$ cat config.mk
export PLATFORM = sky130hd
export DESIGN_NAME = arb_request_agent_flat
export DESIGN_NICKNAME = d
export VERILOG_FILES = /design/src/rtl/arb_request_agent_if.sv /design/src/rtl/arb_request_agent.sv /design/src/flat_wrapper.sv
export SDC_FILE = /design/constraint.sdc
export NUM_CORES = 1
export LEC_CHECK = 0
export ABC_AREA = 1
export CAP_MARGIN = 0
export CORE_AREA = 2 2 90 92
export DETAILED_ROUTE_END_ITERATION = 8
export DIE_AREA = 0 0 92 94
export SKIP_CTS_REPAIR_TIMING = 1
export SYNTH_ARGS = -nofsm -noshare
export SYNTH_HDL_FRONTEND = slang
export SYNTH_SLANG_ARGS = --single-unit
$ cat constraint.sdc
create_clock -name clock -period 4.3 [get_ports clock]
set_clock_uncertainty 0.2 [all_clocks]
set_input_delay 0.645 -clock clock [delete_from_list [all_inputs] [get_ports clock]]
set_output_delay 0.645 -clock clock [all_outputs]
set_load 0.01 [all_outputs]
$ cat src/rtl/arb_request_agent_if.sv
// Job-offer and arbiter request/grant signals for arb_request_agent.
// The slave modport is the agent side and the master modport is the job source / arbiter side.
interface arb_request_agent_if;
    logic       job_valid;
    logic [1:0] job_chan;
    logic [3:0] job_len;
    logic       job_ready;
    logic       request1;
    logic       request2;
    logic       request3;
    logic       request4;
    logic [3:0] grant_i;

    modport master (
        output job_valid, job_chan, job_len, grant_i,
        input  job_ready, request1, request2, request3, request4
    );

    modport slave (
        input  job_valid, job_chan, job_len, grant_i,
        output job_ready, request1, request2, request3, request4
    );
endinterface

$ cat src/rtl/arb_request_agent.sv
// Four-channel arbiter request agent: per-channel IDLE/REQ/XFER/REL FSMs, completion counter,
// protocol error flags. Optional starvation detection under macro ARB_AGENT_STARVE_DETECT_EN.
module arb_request_agent (
    input  logic                clock,
    input  logic                reset,
    arb_request_agent_if.slave  bus,
    output logic [3:0]          done,
    output logic                busy,
    output logic [15:0]         served_count,
    output logic                err_multi,
    output logic                err_spurious,
    output logic [3:0]          starve
);
    typedef enum logic [1:0] {
        ST_IDLE = 2'd0,
        ST_REQ  = 2'd1,
        ST_XFER = 2'd2,
        ST_REL  = 2'd3
    } ch_state_t;

    ch_state_t   state_r         [4];
    ch_state_t   state_nxt_s     [4];
    logic [3:0]  remaining_r     [4];
    logic [3:0]  remaining_nxt_s [4];
    logic [3:0]  finish_s;
    logic [3:0]  request_nxt_s;
    logic [3:0]  spurious_vec_s;
    logic        busy_nxt_s;
    logic        multi_s;
    logic [16:0] served_sum_s;
    logic [15:0] served_nxt_s;

    logic [3:0]  request_r;
    logic [3:0]  done_r;
    logic        busy_r;
    logic [15:0] served_r;
    logic        err_multi_r;
    logic        err_spurious_r;

    function automatic logic [2:0] popcount4(input logic [3:0] v);
        popcount4 = {2'b00, v[0]} + {2'b00, v[1]} + {2'b00, v[2]} + {2'b00, v[3]};
    endfunction

    assign bus.job_ready = (state_r[bus.job_chan] == ST_IDLE);

    // Per-channel next state, remaining-beat count and completion detection
    always_comb begin
        for (int n = 0; n < 4; n++) begin
            state_nxt_s[n]     = state_r[n];
            remaining_nxt_s[n] = remaining_r[n];
            finish_s[n]        = 1'b0;
            case (state_r[n])
                ST_IDLE: begin
                    if (bus.job_valid && (bus.job_chan == 2'(n))) begin
                        state_nxt_s[n]     = ST_REQ;
                        remaining_nxt_s[n] = bus.job_len;
                    end else begin
                        state_nxt_s[n] = ST_IDLE;
                    end
                end
                ST_REQ, ST_XFER: begin
                    if (bus.grant_i[n]) begin
                        if (remaining_r[n] == 4'd0) begin
                            state_nxt_s[n] = ST_REL;
                            finish_s[n]    = 1'b1;
                        end else begin
                            state_nxt_s[n]     = ST_XFER;
                            remaining_nxt_s[n] = remaining_r[n] - 4'd1;
                        end
                    end else begin
                        // a lost grant parks the job in REQ with its remaining count intact
                        state_nxt_s[n] = ST_REQ;
                    end
                end
                ST_REL:  state_nxt_s[n] = ST_IDLE;
                default: state_nxt_s[n] = ST_IDLE;
            endcase
        end
    end

    // Registered-output next values, error detection and saturating completion count
    always_comb begin
        busy_nxt_s = 1'b0;
        for (int n = 0; n < 4; n++) begin
            request_nxt_s[n]  = (state_nxt_s[n] == ST_REQ) || (state_nxt_s[n] == ST_XFER);
            spurious_vec_s[n] = bus.grant_i[n] &&
                                ((state_r[n] == ST_IDLE) || (state_r[n] == ST_REL));
            busy_nxt_s        = busy_nxt_s | (state_nxt_s[n] != ST_IDLE);
        end
        multi_s      = (popcount4(bus.grant_i) > 3'd1);
        served_sum_s = {1'b0, served_r} + {14'd0, popcount4(finish_s)};
        if (served_sum_s[16]) begin
            served_nxt_s = 16'hFFFF;
        end else begin
            served_nxt_s = served_sum_s[15:0];
        end
    end

    // State and output registers
    always_ff @(posedge clock) begin
        if (reset) begin
            for (int n = 0; n < 4; n++) begin
                state_r[n]     <= ST_IDLE;
                remaining_r[n] <= 4'd0;
            end
            request_r      <= 4'b0000;
            done_r         <= 4'b0000;
            busy_r         <= 1'b0;
            served_r       <= 16'd0;
            err_multi_r    <= 1'b0;
            err_spurious_r <= 1'b0;
        end else begin
            for (int n = 0; n < 4; n++) begin
                state_r[n]     <= state_nxt_s[n];
                remaining_r[n] <= remaining_nxt_s[n];
            end
            request_r      <= request_nxt_s;
            done_r         <= finish_s;
            busy_r         <= busy_nxt_s;
            served_r       <= served_nxt_s;
            err_multi_r    <= err_multi_r | multi_s;
            err_spurious_r <= err_spurious_r | (|spurious_vec_s);
        end
    end

    assign bus.request1  = request_r[0];
    assign bus.request2  = request_r[1];
    assign bus.request3  = request_r[2];
    assign bus.request4  = request_r[3];
    assign done          = done_r;
    assign busy          = busy_r;
    assign served_count  = served_r;
    assign err_multi     = err_multi_r;
    assign err_spurious  = err_spurious_r;

`ifdef ARB_AGENT_STARVE_DETECT_EN
    logic [7:0] wait_r     [4];
    logic [7:0] wait_nxt_s [4];
    logic [3:0] starve_r;

    // Wait counters: cleared on job entry and on beats, saturating count of beat-free cycles
    always_comb begin
        for (int n = 0; n < 4; n++) begin
            wait_nxt_s[n] = wait_r[n];
            if ((state_r[n] == ST_IDLE) && (state_nxt_s[n] == ST_REQ)) begin
                wait_nxt_s[n] = 8'd0;
            end else if ((state_r[n] == ST_REQ) || (state_r[n] == ST_XFER)) begin
                if (bus.grant_i[n]) begin
                    wait_nxt_s[n] = 8'd0;
                end else if (wait_r[n] != 8'hFF) begin
                    wait_nxt_s[n] = wait_r[n] + 8'd1;
                end else begin
                    wait_nxt_s[n] = wait_r[n];
                end
            end else begin
                wait_nxt_s[n] = wait_r[n];
            end
        end
    end

    // Wait counter registers and sticky starvation flags
    always_ff @(posedge clock) begin
        if (reset) begin
            for (int n = 0; n < 4; n++) begin
                wait_r[n] <= 8'd0;
            end
            starve_r <= 4'b0000;
        end else begin
            for (int n = 0; n < 4; n++) begin
                wait_r[n]   <= wait_nxt_s[n];
                starve_r[n] <= starve_r[n] | (wait_nxt_s[n] == 8'hFF);
            end
        end
    end

    assign starve = starve_r;
`else
    assign starve = 4'b0000;
`endif

endmodule

$ cat src/flat_wrapper.sv
// flat-port wrapper written by rule: the top's interface ports become plain ports
module arb_request_agent_flat 
  (clock, reset, done, busy, served_count, err_multi, err_spurious, starve, bus_job_valid, bus_job_chan, bus_job_len, bus_grant_i, bus_job_ready, bus_request1, bus_request2, bus_request3, bus_request4);
  arb_request_agent_if bus_i ();
  input  logic clock;
  input  logic reset;
  output logic [3:0] done;
  output logic busy;
  output logic [15:0] served_count;
  output logic err_multi;
  output logic err_spurious;
  output logic [3:0] starve;
  input wire logic [$bits(bus_i.job_valid)-1:0] bus_job_valid;
  input wire logic [$bits(bus_i.job_chan)-1:0] bus_job_chan;
  input wire logic [$bits(bus_i.job_len)-1:0] bus_job_len;
  input wire logic [$bits(bus_i.grant_i)-1:0] bus_grant_i;
  output wire logic [$bits(bus_i.job_ready)-1:0] bus_job_ready;
  output wire logic [$bits(bus_i.request1)-1:0] bus_request1;
  output wire logic [$bits(bus_i.request2)-1:0] bus_request2;
  output wire logic [$bits(bus_i.request3)-1:0] bus_request3;
  output wire logic [$bits(bus_i.request4)-1:0] bus_request4;
  assign bus_i.job_valid = bus_job_valid;
  assign bus_i.job_chan = bus_job_chan;
  assign bus_i.job_len = bus_job_len;
  assign bus_i.grant_i = bus_grant_i;
  assign bus_job_ready = bus_i.job_ready;
  assign bus_request1 = bus_i.request1;
  assign bus_request2 = bus_i.request2;
  assign bus_request3 = bus_i.request3;
  assign bus_request4 = bus_i.request4;
  arb_request_agent u_core (.clock(clock), .reset(reset), .bus(bus_i), .done(done), .busy(busy), .served_count(served_count), .err_multi(err_multi), .err_spurious(err_spurious), .starve(starve));
endmodule
==> results.md <==
- The number of maximum-capacitance violations is 0.
- The initial utilization of the core area, before any placement, comes to 39.5%.
- The fraction of power consumed by combinational cells is 25.8%.
- Detailed routing inserted a total of 2,724 vias.
- The maximum level of the CTS H-tree is 2.
- In this run, placement finished with an instance count of 564.
- The multi-input combinational cells in the finished layout cover a total of 1660 sq um.
- Cells with a size suffix above 1 make up 5.74% of the layout.
- For this run, the top clock speed supported by timing is 275 MHz.
- The total power consumption of the routed design is 1.19 mW.
- Global routing consumed, on the met2 layer, 27.0% of the routing resources.
- The critical path in this run is classified as flip-flop to flip-flop.
- After legalization and detailed placement, the total HPWL measured 5.31 mm.
- After detailed routing, the number of vias per cell comes to 4.76.
- The met3 track demand over resource is 3.29%.
- The signal on the critical path passes through inv_1 -> ha_1 -> nand4_1 -> nor2_1 -> ha_1 -> inv_1 -> fa_1 -> inv_1 -> ha_1 -> inv_1 -> fa_1 -> inv_1 -> nand3_1 -> nand2_2 -> nand4_4 -> nand3_1 -> nand2_1 -> inv_1.
- The depth of the most critical reg-to-reg path is 18.
- Setup violations remaining at the end of the flow were counted as 0.
- The count of distinct cell types in the synthesized netlist is 33.
- The first global-routing pass estimated 11.5 mm of wire.
- The number of antenna diodes in the final layout is 0.
- In the final layout, flip-flops and latches occupy 1020 sq um.
- Clock tree synthesis selected as its root buffer the cell clkbuf_8.
- For the pin with the worst max-slew slack, the measured transition is 653 ps.
- The largest net degree at the start of global routing is 35.
- The worst-case vdd ir drop is 0.143 mV.
- The die covers 8650 sq um.
- The TritonCTS clock tree is done.
- The leakage power summed over all cells is 1.59 nW.
- For this run, the register share of the synthesized area comes to 34.0%.
- The max-slew violation count is 0.
- The TritonCTS sink count is 51.
- At the end of routability-driven placement, the weighted congestion stood at 0.822.
- Setup slack closes at 663 ps.
- The power per cell area is 330 nW/um^2.
- The core utilization of the finished layout is 47.3%.
- After detailed routing, the average wire length per cell comes to 12.2 um.
- In this run the worst setup path terminates at u_core.served_count[11].
- Relative to the synthesized area, the layout overhead comes to 19.7%.
- The vertical die dimension is 94 um.
- The synthesized netlist cell count is 428.
- The clock slew at the register clock pins of the worst setup and hold paths is 100 ps.
- For the worst setup path, the data required time is 4370 ps.
- Each instance of the synthesized netlist takes up on average 7.02 sq um.
- The horizontal die dimension is 92 um.
- The global routing usage summed across all routing layers is 16.7%.
- The launch point of the worst path is u_core.state_r[0][0].
- Across all register-to-register paths, the minimum setup slack is 660 ps.
- The number of synthesis warnings is 0.
- The area of the core region is 7610 sq um.
- The number of placement rows is 32.
- The count of port buffers added during placement is 40.
- The run finished with clean final reports.
- The cell area after layout is 3590 sq um.
- The number of nets with antenna violations after routing is 0.
- The final period utilization is 84.6%.
- The wire length reported by the detailed router is 6.95 mm.
- The number of antenna violations at the first check in global routing is 0.
- The worst register-to-register path begins at u_core.state_r[0][0].
- Internal power comes to 812 uW.
- The cell with the largest stage delay on the worst path is fa_1.
- The remaining max-slew budget at the tightest pin is 56.4%.
- In this run the worst path has a maximum fanout of 13.
- The iteration-0 DRC count of the detailed router is 85.
- The proportion of total power due to net switching is 31.6%.
- Leaving out filler cells and counting taps, the final layout contains 572.
- The part of the total power dissipated in sequential elements is 44.9%.
- The share of total power dissipated in the clock network is 29.3%.
- In this design, the stage delay of the slowest critical-path cell is 380 ps.
- The number of buffers on the longest clock path is 2.
- The worst setup slack after placement is 362 ps.
- The net count of the finished layout is 507.
- Global routing finished with a remaining overflow of 0.
- In this design, the critical path's most frequently occurring cell is inv_1.
- The worst path arrival time is 3700 ps.
- The placed instance area is 3480 sq um.
- The cell area that synthesis handed to floorplanning was 3000 sq um.
- The number of placed I/O pins is 45.
- After synthesis the netlist holds a flip-flop and latch count of 51.
- The worst setup path is launched from a flip-flop.
- The endpoint kind of the worst setup timing path is a flip-flop.
- The number of hold violations in the final report came to 0.
- After layout, the minimum clock period comes to 3640 ps.
- The path type of the worst min-delay path is flip-flop to flip-flop.
- The final hold slack is 285 ps.
- The CTS buffer count is 5.
- The endpoint identified for the worst register-to-register timing path is u_core.served_count[11].
- The residual DRC count is 0.
- The setup total negative slack is 0 ps.
- The number of global-route vias before repair is 2,446.
- After global routing, the most crowded layer is met2.
- The number of fill cells in the layout is 797.
- Setup repair after global routing left no endpoint under its margin.
- For the worst-skew pair, the clock arrives at the later sink with an insertion delay of 310 ps.
- The met1 layer usage reported by global route is 22.6%.
- For this design the total switching power over the nets is 375 uW.
- For this run, the detailed router's first-pass iteration total came to 4.
[how the worst min path moves through the flow]
stage | from | to | slack, ps | cells past startpoint
6_report | u_core.remaining_r[0][3] | u_core.remaining_r[0][3] | 280 | 2
5_1_grt | u_core.remaining_r[0][3] | u_core.remaining_r[0][3] | 320 | 2
4_1_cts | u_core.remaining_r[0][3] | u_core.remaining_r[0][3] | 290 | 2
3_5_place_dp | u_core.remaining_r[0][3] | u_core.remaining_r[0][3] | 270 | 2
3_3_place_gp | u_core.remaining_r[0][3] | u_core.remaining_r[0][3] | 270 | 2
2_1_floorplan | u_core.remaining_r[0][2] | u_core.remaining_r[0][2] | 260 | 2
[layout by cell type (no fill, tap or decap), drive strengths merged, types with 7 or more instances in the layout]
cell | synthesis | layout
inv | 72 | 72
nand3 | 32 | 32
o21ai | 34 | 34
a21oi | 26 | 26
nor2 | 48 | 48
ha | 23 | 23
nand4 | 7 | 7
nand2 | 99 | 99
clkdlybuf4s50 | 0 | 40
dfxtp | 51 | 51
[sequential cells by signal (all words and copies together), names as in the netlist]
name,count
u_core.err_spurious,1
u_core.busy,1
u_core.request_r,4
u_core.remaining_r,16
u_core.done,4
u_core.state_r,8
u_core.err_multi,1
u_core.served_count,16
[routing by layer]
layer	vias to the layer above	routed length, um	part of all wire [%]
met5	-	0	0
li1	1432	-	-
met1	1222	3440	50
met3	7	353	5.1
met2	63	3060	44
met4	0	89	1.3
[power by group through the flow]
stage                     clock, mW  combinational [mW]  sequential [mW]
after floorplan                   0               0.206            0.547
after global routing          0.377               0.354            0.538
final                         0.348               0.306            0.533
after detailed placement          0               0.308            0.544
after global placement            0               0.301            0.543
after CTS                     0.357               0.309            0.533
[cell usage after synthesis]
cell type | count | share of area [%]
buf_6 | 2 | 0.75
nor2_1 | 44 | 5.5
nor3b_1 | 1 | 0.25
conb_1 | 1 | 0.12
nand4_4 | 1 | 0.71
buf_2 | 1 | 0.17
nand2_2 | 3 | 0.62
nor4_1 | 1 | 0.21
nand3b_1 | 1 | 0.25
buf_4 | 4 | 1.0
nand4_1 | 6 | 1.2
nand3_2 | 2 | 0.67
xor2_1 | 4 | 1.2
inv_2 | 1 | 0.12
nand3_1 | 30 | 5.0
clkbuf_1 | 3 | 0.37
dfxtp_1 | 51 | 34
xnor2_1 | 3 | 0.87
or2_2 | 1 | 0.21
o21a_1 | 2 | 0.50
nor2_2 | 1 | 0.21
nor2_4 | 3 | 1.1
ha_1 | 23 | 9.6
o21ai_0 | 34 | 5.7
a41oi_1 | 2 | 0.58
inv_1 | 71 | 8.9
nand2_1 | 96 | 12
fa_1 | 2 | 1.3
nor3_1 | 6 | 1.0
a31oi_4 | 1 | 0.71
a21oi_1 | 21 | 3.5
o21bai_1 | 1 | 0.25
a21oi_2 | 5 | 1.5
[cells by family (layout without fill, tap and decap cells)]
family / Yosys count / after routing / synth area share [%]
other: 1 / 4 / 0.125
xor gates and xnor gates: 7 / 7 / 2.04
and+or+nand+nor: 196 / 196 / 29.0
DFF: 51 / 51 / 34.0
AOI/OAI and AO/OA: 66 / 66 / 12.7
buffers and inverters: 82 / 121 / 11.3
adders and majority gates: 25 / 25 / 10.9
[layout make-up]
cell class	count	area share (%)
multi-input combinational	298	46.0
sequential	51	28.4
timing repair buffer	41	11.3
inverter	72	7.52
tap	102	3.55
clock buffer	5	1.91
clock inverter	3	1.22
[critical path, delay by kind of cell (launching register included)]
| family | cells | cell delay [ps] |
|---|---|---|
| AND/OR/NAND/NOR | 7 | 1110 |
| flip-flops | 1 | 340 |
| buffers and inverters | 6 | 400 |
| adder cells (fa/ha/maj) | 5 | 1540 |
Power figures use the tool's default switching activity.
